==> src/rtl/load_gate_pkg.sv <==
// Shared encodings for the load sequencer / clock-gate controller.
package load_gate_pkg;

  typedef enum logic [1:0] {
    IDLE = 2'b00,
    OPEN = 2'b01,
    LOAD = 2'b10
  } state_t;

  localparam int unsigned NUM_REQ = 2;
  localparam int unsigned REQ_A   = 0;
  localparam int unsigned REQ_B   = 1;

  localparam logic SEL_R1 = 1'b0;
  localparam logic SEL_R2 = 1'b1;

endpackage

==> src/rtl/load_gate_ctrl_rr_arb2.sv <==
// Two-way round-robin arbiter: combinational one-hot grant, registered priority pointer.
module rr_arb2
  import load_gate_pkg::*;
(
  input  logic               clk,
  input  logic               rst_n,
  input  logic [NUM_REQ-1:0] req,
  input  logic               adv,
  output logic [NUM_REQ-1:0] gnt_c,
  output logic               ptr
);

  // Pointer only breaks ties; a lone request always wins.
  always_comb begin
    gnt_c = '0;
    if (req[REQ_A] && req[REQ_B]) begin
      if (ptr == 1'(REQ_B)) gnt_c[REQ_B] = 1'b1;
      else                  gnt_c[REQ_A] = 1'b1;
    end else if (req[REQ_A]) begin
      gnt_c[REQ_A] = 1'b1;
    end else if (req[REQ_B]) begin
      gnt_c[REQ_B] = 1'b1;
    end
  end

  always_ff @(posedge clk) begin
    if (!rst_n) begin
      ptr <= 1'(REQ_A);
    end else if (adv && (|gnt_c)) begin
      ptr <= gnt_c[REQ_A] ? 1'(REQ_B) : 1'(REQ_A);
    end
  end

endmodule

==> src/rtl/load_gate_ctrl.sv <==
// Arbitrated two-register load sequencer; gate enable opens one cycle before the load strobe.
// Optional statistics counters are built when LOAD_GATE_STATS_EN is defined.
module load_gate_ctrl
  import load_gate_pkg::*;
#(
  parameter int unsigned DW    = 8,
  parameter int unsigned CNT_W = 16
) (
  input  logic          clk,
  input  logic          rst_n,
  input  logic          a_req,
  input  logic          a_sel,
  input  logic [DW-1:0] a_data,
  output logic          a_gnt,
  input  logic          b_req,
  input  logic          b_sel,
  input  logic [DW-1:0] b_data,
  output logic          b_gnt,
  output logic          en1,
  output logic          en2,
  output logic          ld1,
  output logic          ld2,
  output logic [DW-1:0] d1,
  output logic [DW-1:0] d2,
  output logic          busy
`ifdef LOAD_GATE_STATS_EN
  ,
  output logic [CNT_W-1:0] load_cnt1,
  output logic [CNT_W-1:0] load_cnt2,
  output logic [CNT_W-1:0] idle_cnt
`endif
);

  state_t state, state_nxt;

  logic [NUM_REQ-1:0] req_vec;
  logic [NUM_REQ-1:0] win_c;
  logic               ptr;
  logic               arb_adv_c;
  logic               win_sel_c;
  logic [DW-1:0]      win_data_c;

  logic               lat_sel;
  logic [DW-1:0]      lat_data;

  logic               tgt_sel_c;
  logic               a_gnt_nxt, b_gnt_nxt, en1_nxt, en2_nxt, ld1_nxt, ld2_nxt, busy_nxt;
  logic [DW-1:0]      d_nxt;

  assign req_vec[REQ_A] = a_req;
  assign req_vec[REQ_B] = b_req;

  rr_arb2 u_arb (
    .clk   (clk),
    .rst_n (rst_n),
    .req   (req_vec),
    .adv   (arb_adv_c),
    .gnt_c (win_c),
    .ptr   (ptr)
  );

  assign win_sel_c  = win_c[REQ_B] ? b_sel  : a_sel;
  assign win_data_c = win_c[REQ_B] ? b_data : a_data;

  always_ff @(posedge clk) begin
    if (!rst_n) state <= IDLE;
    else        state <= state_nxt;
  end

  // Outputs are computed for the state being entered, then registered.
  always_comb begin
    state_nxt = state;
    arb_adv_c = 1'b0;
    case (state)
      IDLE: begin
        if (|req_vec) begin
          arb_adv_c = 1'b1;
          state_nxt = OPEN;
        end
      end
      OPEN: state_nxt = LOAD;
      LOAD: begin
        if (|req_vec) begin
          arb_adv_c = 1'b1;
          state_nxt = OPEN;
        end else begin
          state_nxt = IDLE;
        end
      end
      default: state_nxt = IDLE;
    endcase

    tgt_sel_c = arb_adv_c ? win_sel_c : lat_sel;
    a_gnt_nxt = arb_adv_c && win_c[REQ_A];
    b_gnt_nxt = arb_adv_c && win_c[REQ_B];
    busy_nxt  = (state_nxt != IDLE);
    en1_nxt   = busy_nxt && (tgt_sel_c == SEL_R1);
    en2_nxt   = busy_nxt && (tgt_sel_c == SEL_R2);
    ld1_nxt   = (state_nxt == LOAD) && (lat_sel == SEL_R1);
    ld2_nxt   = (state_nxt == LOAD) && (lat_sel == SEL_R2);
    d_nxt     = (state_nxt == LOAD) ? lat_data : d1;
  end

  always_ff @(posedge clk) begin
    if (!rst_n) begin
      lat_sel  <= SEL_R1;
      lat_data <= '0;
    end else if (arb_adv_c) begin
      lat_sel  <= win_sel_c;
      lat_data <= win_data_c;
    end
  end

  always_ff @(posedge clk) begin
    if (!rst_n) begin
      a_gnt <= 1'b0;
      b_gnt <= 1'b0;
      en1   <= 1'b0;
      en2   <= 1'b0;
      ld1   <= 1'b0;
      ld2   <= 1'b0;
      busy  <= 1'b0;
      d1    <= '0;
      d2    <= '0;
    end else begin
      a_gnt <= a_gnt_nxt;
      b_gnt <= b_gnt_nxt;
      en1   <= en1_nxt;
      en2   <= en2_nxt;
      ld1   <= ld1_nxt;
      ld2   <= ld2_nxt;
      busy  <= busy_nxt;
      d1    <= d_nxt;
      d2    <= d_nxt;
    end
  end

  // A contested arbitration must follow the priority pointer.
  always_ff @(posedge clk) begin
    if (rst_n && arb_adv_c && (&req_vec)) begin
      assert (win_c[ptr]);
    end
  end

`ifdef LOAD_GATE_STATS_EN
  // Saturating statistics counters.
  always_ff @(posedge clk) begin
    if (!rst_n) begin
      load_cnt1 <= '0;
      load_cnt2 <= '0;
      idle_cnt  <= '0;
    end else begin
      if (ld1 && (load_cnt1 != '1)) load_cnt1 <= load_cnt1 + CNT_W'(1);
      if (ld2 && (load_cnt2 != '1)) load_cnt2 <= load_cnt2 + CNT_W'(1);
      if (!en1 && !en2 && (idle_cnt != '1)) idle_cnt <= idle_cnt + CNT_W'(1);
    end
  end
`else
  if (CNT_W == 0) begin : g_no_stats
  end
`endif

endmodule

==> config.mk <==
export PLATFORM = sky130hd
export DESIGN_NAME = load_gate_ctrl
export DESIGN_NICKNAME = d
export VERILOG_FILES = /design/src/rtl/load_gate_pkg.sv /design/src/rtl/load_gate_ctrl_rr_arb2.sv /design/src/rtl/load_gate_ctrl.sv
export SDC_FILE = /design/constraint.sdc
export NUM_CORES = 1
export LEC_CHECK = 0
export BUFFER_PORTS_ARGS = -buffer_cell sky130_fd_sc_hd__clkbuf_2
export CORE_ASPECT_RATIO = 1.25
export CORE_MARGIN = 1
export CORE_UTILIZATION = 42
export CTS_CLUSTER_DIAMETER = 40
export DETAILED_ROUTE_END_ITERATION = 6
export GPL_TIMING_DRIVEN = 0
export PLACE_DENSITY = 0.73
export REMOVE_ABC_BUFFERS = 1
export SETUP_SLACK_MARGIN = 0.02
export SLEW_MARGIN = 20
export SYNTH_ARGS = -nofsm -noshare
export SYNTH_HDL_FRONTEND = slang
export SYNTH_HIERARCHICAL = 1
export SYNTH_SLANG_ARGS = --single-unit
==> constraint.sdc <==
create_clock -name clk -period 1.46 [get_ports clk]
set_clock_uncertainty 0.05 [all_clocks]
set_input_delay 0.146 -clock clk [delete_from_list [all_inputs] [get_ports clk]]
set_output_delay 0.146 -clock clk [all_outputs]
set_load 0.005 [all_outputs]
==> results of run 1 <==
worst max-delay path: cells and delay by family, from the launching register on:
family                 cells  cell delay [ns]
DFF                        1             0.38
buffers and inverters      2             0.25
muxes                      1             0.25
AOI/OAI and AO/OA          2             0.32
final timing paths:
path                                        startpoint                  endpoint  slack (ns)  cells past startpoint
worst max-delay path            u_arb/ptr$_SDFFE_PN0P_  lat_data[3]$_SDFFE_PN0N_        0.11                      5
worst min-delay path                         a_data[0]  lat_data[0]$_SDFFE_PN0N_        0.02                      3
worst max register to register  u_arb/ptr$_SDFFE_PN0P_  lat_data[3]$_SDFFE_PN0N_        0.11                      5
worst min register to register      lat_sel$_SDFF_PN0_            ld1$_SDFF_PN0_        0.42                      1
cells in the mapped netlist, drive strengths merged:
library cell and instances:
dfxtp 27, nand2 20, buf 13, a21boi 10, mux2i 9, o21ai 9, o211ai 8, and3 3
inv 3, clkbuf 2, nor2 2, a31o 1, and2b 1, and4b 1, nand3 1, o211a 1
o21a 1, o21ba 1, o21bai 1, or2b 1
through the flow:
stage	hold slack [ns]	cell area, sq um	std cells	TNS (ns)	setup WS, ns
floorplan	0.214	1050	100	-5.83	-0.668
global placement	0.367	1320	178	-10.21	-1.03
detailed placement	0.370	1320	179	-1.02	-0.147
CTS	0.0213	1370	183	0	0.0529
global route	0.0178	1390	185	0	0.0343
finish	0.0212	1390	185	0	0.113
metal layers:
layer / vias to the layer above / share of wire, % / global-route usage [%]
met5: - / 0 / 0
met4: 0 / 2.3 / 8.82
met3: 4 / 2.6 / 1.50
met2: 21 / 52 / 28.8
met1: 403 / 43 / 15.4
li1: 461 / - / -
cell families (layout without fill, tap and decap cells):
family	after synthesis	in the layout	share of synthesized area, %
AOI/OAI and AO/OA	32	32	22.7
buffers and inverters	18	54	10.5
DFF	27	27	46.4
muxes	9	9	7.73
and+or+nand+nor	29	29	12.7
power by group:
group | switching (W) | total (W) | internal [W] | leakage [nW]
registers | 0.0000305 | 0.000818 | 0.000787 | 0.222
clock network | 0.000223 | 0.000328 | 0.000105 | 0.0139
logic | 0.000113 | 0.000225 | 0.000112 | 0.410
cell type report:
type | instances | share of cell area [%]
flip-flops and latches | 27 | 39.0
multi-input cells | 70 | 37.3
repair buffers | 47 | 17.7
well taps | 34 | 3.05
clock buffers | 3 | 1.62
inverters | 3 | 0.808
clock inverters | 1 | 0.539
what timing repair did:
action / in CTS / in global routing
pin swaps: 0 / 1
buffers inserted: 0 / 2
endpoints found under the setup margin: 9 / 8
gates resized for setup: 2 / 5
==> impl_metrics.tcl, run 1 <==
set metrics [dict create \
    yosys.area.top_type "dfxtp_1" \
    core_sq_um 2650 \
    synth_area_sq_um 1160 \
    cp-start-kind "register" \
    critPathArrivalTime_ns 1.53 \
    ioPinCount 45 \
    final_cell_mix "clkbuf_2 (44), dfxtp_1 (25), nand2_1 (19)" \
    cp_cell_sequence "inv_1, a21boi_4, buf_6, mux2i_1, o21ai_2" \
    dp_hpwl_um 1580 \
    regArea_sq_um 543 \
    rsz0062_at_grt "false" \
    fin_util_pct 52.5 \
    hold_buffers 0 \
    synth.distinct_cells 24 \
    hold_viol_final 0 \
    p_per_area_nw_per_um2 983 \
    synth-seq-area-share_pct 46.4 \
    cp-end-kind "register" \
    grt_usage_pct 14.8 \
    syn_inst 115 \
    finalWirelength_um 2110 \
    maxClockFrequency_mhz 742 \
    synth_seq_cells 27 \
    clk_latency_ns 0.33 \
    drtAntennaViolNets 0 \
    grt_pass1_wl_um 3360 \
    drcViolationCount 0 \
    root_buffer "clkbuf_4" \
    multi_input_comb_area_sq_um 520 \
    synth_warnings 6 \
    period_needed_ns 1.35 \
    vias_per_cell 4.81 \
    gp_congestion 0.716 \
    io_buffers 44 \
    syn2layout_area_growth_pct 19.7 \
    grt_pass1_vias 802 \
    post-route-period-util_pct 92.3 \
    fill_cells 252 \
    max_stage_delay_ns 0.38 \
    die_h_um 60.9 \
    synth.avg_cell_area_sq_um 10.1 \
    clk_pin_slew_ns 0.15 \
    cts_buffers 3 \
    min_path_type "in -> reg" \
    final-max-slew-violation-count 0 \
    totalPowerFinal_w 0.00137 \
    synth_top_cell_area_share_pct 46.4 \
    die-area_sq_um 2990 \
    final_nets 174 \
    clock-sinks 27 \
    clk_path_buf_depth 2 \
    diodes 0 \
    worstMarginPinSlew_ns 0.529 \
    initial_core_util_pct 43.9 \
    gr-total-overflow 0 \
    cp_slowest_cell "dfxtp_2" \
    reg_top3 "d2: 8 flops, lat_data: 8 flops, state: 2 flops" \
    ir_drop_v 0.000488 \
    cts_tree "built" \
    vias 889 \
    wire_per_inst_um 11.4 \
    cts_max_level 1 \
    final_common_cell "clkbuf_2" \
    setup_viol 0 \
    ys_top_cells_by_area "dfxtp_1 (46%), mux2i_1 (7.7%), a21boi_0 (6.4%)" \
    worstPathRequired_ns 1.64 \
    grt_max_degree 27 \
    slew_headroom_pct 64.6 \
    status "completed" \
    drive_gt1_share_pct 44.4 \
    row_count 21 \
    die_w_um 49.1 \
    p_leak_nw 0.646 \
    drtPass1Iterations 4 \
    cap_violations 0 \
    drtIter0Drc 20 \
    crit_type "reg -> reg" \
    path_max_fanout 6 \
    antenna_found_initial 0 \
]
(Power assumes the default switching activity.)
==> run 2: changes to the inputs <==
--- a/config.mk
+++ b/config.mk
@@ -6,13 +6,15 @@
 export NUM_CORES = 1
 export LEC_CHECK = 0
 export BUFFER_PORTS_ARGS = -buffer_cell sky130_fd_sc_hd__clkbuf_2
+export CELL_PAD_IN_SITES_DETAIL_PLACEMENT = 0
+export CELL_PAD_IN_SITES_GLOBAL_PLACEMENT = 1
 export CORE_ASPECT_RATIO = 1.25
 export CORE_MARGIN = 1
-export CORE_UTILIZATION = 42
+export CORE_UTILIZATION = 31
 export CTS_CLUSTER_DIAMETER = 40
 export DETAILED_ROUTE_END_ITERATION = 6
 export GPL_TIMING_DRIVEN = 0
-export PLACE_DENSITY = 0.73
+export PLACE_DENSITY_LB_ADDON = 0.1
 export REMOVE_ABC_BUFFERS = 1
 export SETUP_SLACK_MARGIN = 0.02
 export SLEW_MARGIN = 20
==> run 2 against run 1 <==
Net effect:
- the flow now finishes with violations (design-rule violations)
- worst hold slack improved by 0.062 ns
- fmax increased by 3.3%
- cell count increased by 3.2%
- sequential share of layout area decreased by 0.96 points
- flip-flop and latch count unchanged
- core utilization decreased by 12 points
- critical endpoint is now lat_sel$_SDFF_PN0_
- total power increased by 7.1%
- critical path type unchanged
- via count increased by 0.22%
- die area increased by 34%
==> impl_metrics.tcl, run 2 (synthesized netlist as in run 1, its figures left out) <==
set metrics [dict create \
    rsz0062_at_grt "false" \
    slew_headroom_pct 60.8 \
    min_from "a_data[7]" \
    dp_hpwl_um 1620 \
    ir_drop_v 0.000327 \
    reg2regPathDepth 6 \
    drtIter0Drc 40 \
    post-route-period-util_pct 89.3 \
    grt_pass1_wl_um 3880 \
    final_cell_mix "clkbuf_2 (44), dfxtp_1 (25), nand2_1 (19)" \
    cts_max_level 1 \
    place_inst 184 \
    finalWirelength_um 2290 \
    clock-sinks 27 \
    fill_cells 387 \
    r2r-end "lat_sel$_SDFF_PN0_" \
    cts_buffers 3 \
    drtAntennaViolNets 0 \
    setup_viol 0 \
    die_h_um 70.5 \
    die-area_sq_um 4010 \
    r2r-start "u_arb/ptr$_SDFFE_PN0P_" \
    gp_congestion 0.691 \
    crit_type "reg -> reg" \
    cap_violations 0 \
    diodes 0 \
    vias 891 \
    clk_pin_slew_ns 0.09 \
    totalPowerFinal_w 0.00147 \
    worstPathRequired_ns 1.58 \
    vias_per_cell 4.66 \
    hold_path_end "lat_data[7]$_SDFFE_PN0N_" \
    failed_checks "design-rule violations" \
    cp-start-kind "register" \
    wire_per_inst_um 12.0 \
    reg_top3 "d2: 8 flops, lat_data: 8 flops, state: 2 flops" \
    gr-total-overflow 0 \
    drive_gt1_share_pct 44.1 \
    antenna_found_initial 0 \
    cp-end-kind "register" \
    cts_tree "built" \
    drtPass1Iterations 6 \
    p_per_area_nw_per_um2 1030 \
    final_cells 191 \
    critPathArrivalTime_ns 1.43 \
    seqPwrFrac_pct 55.6 \
    final-max-slew-violation-count 0 \
    holdPathStages 3 \
    grt_pass1_vias 809 \
    min_path_type "in -> reg" \
    maxClockFrequency_mhz 767 \
    worstMarginPinSlew_ns 0.586 \
    row_count 24 \
    core_sq_um 3540 \
    final_nets 175 \
    p_leak_nw 0.661 \
    p_switching_w 0.000371 \
    hold_buffers 0 \
    status "complete, but fails checks" \
    path_max_fanout 4 \
    ioPinCount 45 \
    root_buffer "clkbuf_8" \
    clk_path_buf_depth 2 \
    syn2layout_area_growth_pct 22.7 \
    switching_share_pct 25.3 \
    rrSetupSlack_ns 0.16 \
    die_w_um 56.8 \
    period_needed_ns 1.30 \
    clk_latency_ns 0.27 \
    hold_viol_final 0 \
    internal-power_w 0.00110 \
    grt_max_degree 27 \
    clkPwrFrac_pct 28.7 \
    comb_power_share_pct 15.7 \
    drcViolationCount 4 \
    final_common_cell "clkbuf_2" \
    initial_core_util_pct 32.9 \
    grt_usage_pct 12.8 \
    io_buffers 44 \
]
==> run 2: cell types whose count changed in the layout (fill, tap and decap cells not counted) <==
cell	delta
mux2i_2	-2
and2b_1	-1
clkbuf_1	+1
clkinvlp_4	-1
buf_4	+1
mux2i_1	+1
clkbuf_8	+3
clkbuf_4	-3
mux2i_4	+1
and2b_2	+1
==> run 2: metal layers <==
layer / track usage (%) / vias up / routed length (um)
li1: - / 465 / -
met3: 2.19 / 5 / 116
met1: 16.0 / 386 / 1040
met2: 21.2 / 35 / 1090
met5: 0 / - / 0
met4: 6.50 / 0 / 48
==> run 2: how the worst max path moves through the flow <==
stage,start,end,slack [ns],cells after the start
after global placement,u_arb/ptr$_SDFFE_PN0P_,en1$_SDFF_PN0_,-1.34,5
after floorplan,u_arb/ptr$_SDFFE_PN0P_,lat_sel$_SDFF_PN0_,-0.67,5
after global routing,u_arb/ptr$_SDFFE_PN0P_,en1$_SDFF_PN0_,0.04,6
final,u_arb/ptr$_SDFFE_PN0P_,lat_sel$_SDFF_PN0_,0.16,6
after detailed placement,u_arb/ptr$_SDFFE_PN0P_,lat_sel$_SDFF_PN0_,-0.21,6
after CTS,u_arb/ptr$_SDFFE_PN0P_,lat_sel$_SDFF_PN0_,0.02,6
==> run 2: power by group through the flow <==
stage | combinational, W | sequential [W] | clock (W)
2_1_floorplan | 0.000117 | 0.000830 | 0
3_3_place_gp | 0.000211 | 0.000831 | 0
3_5_place_dp | 0.000216 | 0.000832 | 0
4_1_cts | 0.000226 | 0.000816 | 0.000454
5_1_grt | 0.000258 | 0.000823 | 0.000474
6_report | 0.000231 | 0.000816 | 0.000422
==> run 2: metrics by stage <==
step / setup WS (ns) / hold slack, ns / setup TNS, ns / utilization (%) / area (sq um)
2_1_floorplan: -0.668 / 0.214 / -5.83 / - / 1050
3_3_place_gp: -1.34 / 0.365 / -13.48 / 37.3 / 1320
3_5_place_dp: -0.207 / 0.370 / -0.470 / 37.7 / 1340
4_1_cts: 0.0248 / 0.0741 / 0 / 39.6 / 1400
5_1_grt: 0.0382 / 0.0792 / 0 / 40.3 / 1430
6_report: 0.156 / 0.0835 / 0 / 40.3 / 1430
==> run 2: repair_timing <==
item,CTS,global route
gates resized for setup,3,3
setup buffers,1,2
endpoints found under the setup margin,4,3
gates cloned,0,0
pin swaps,1,0
==> run 2: worst max-delay path: stages (launching register included) <==
cell      delay, ns
dfxtp_2        0.35
inv_1          0.07
a21boi_4       0.17
buf_6          0.13
mux2i_4        0.24
nand2_1        0.07
o211a_1        0.12
==> run 2: cell type report <==
type	instances	area (sq um)	area share [%]
flip-flops and latches	27	543	38.0
inverters	3	11.3	0.788
clock buffers	4	45.0	3.15
well taps	39	48.8	3.42
repair buffers	48	254	17.8
multi-input cells	70	527	36.9
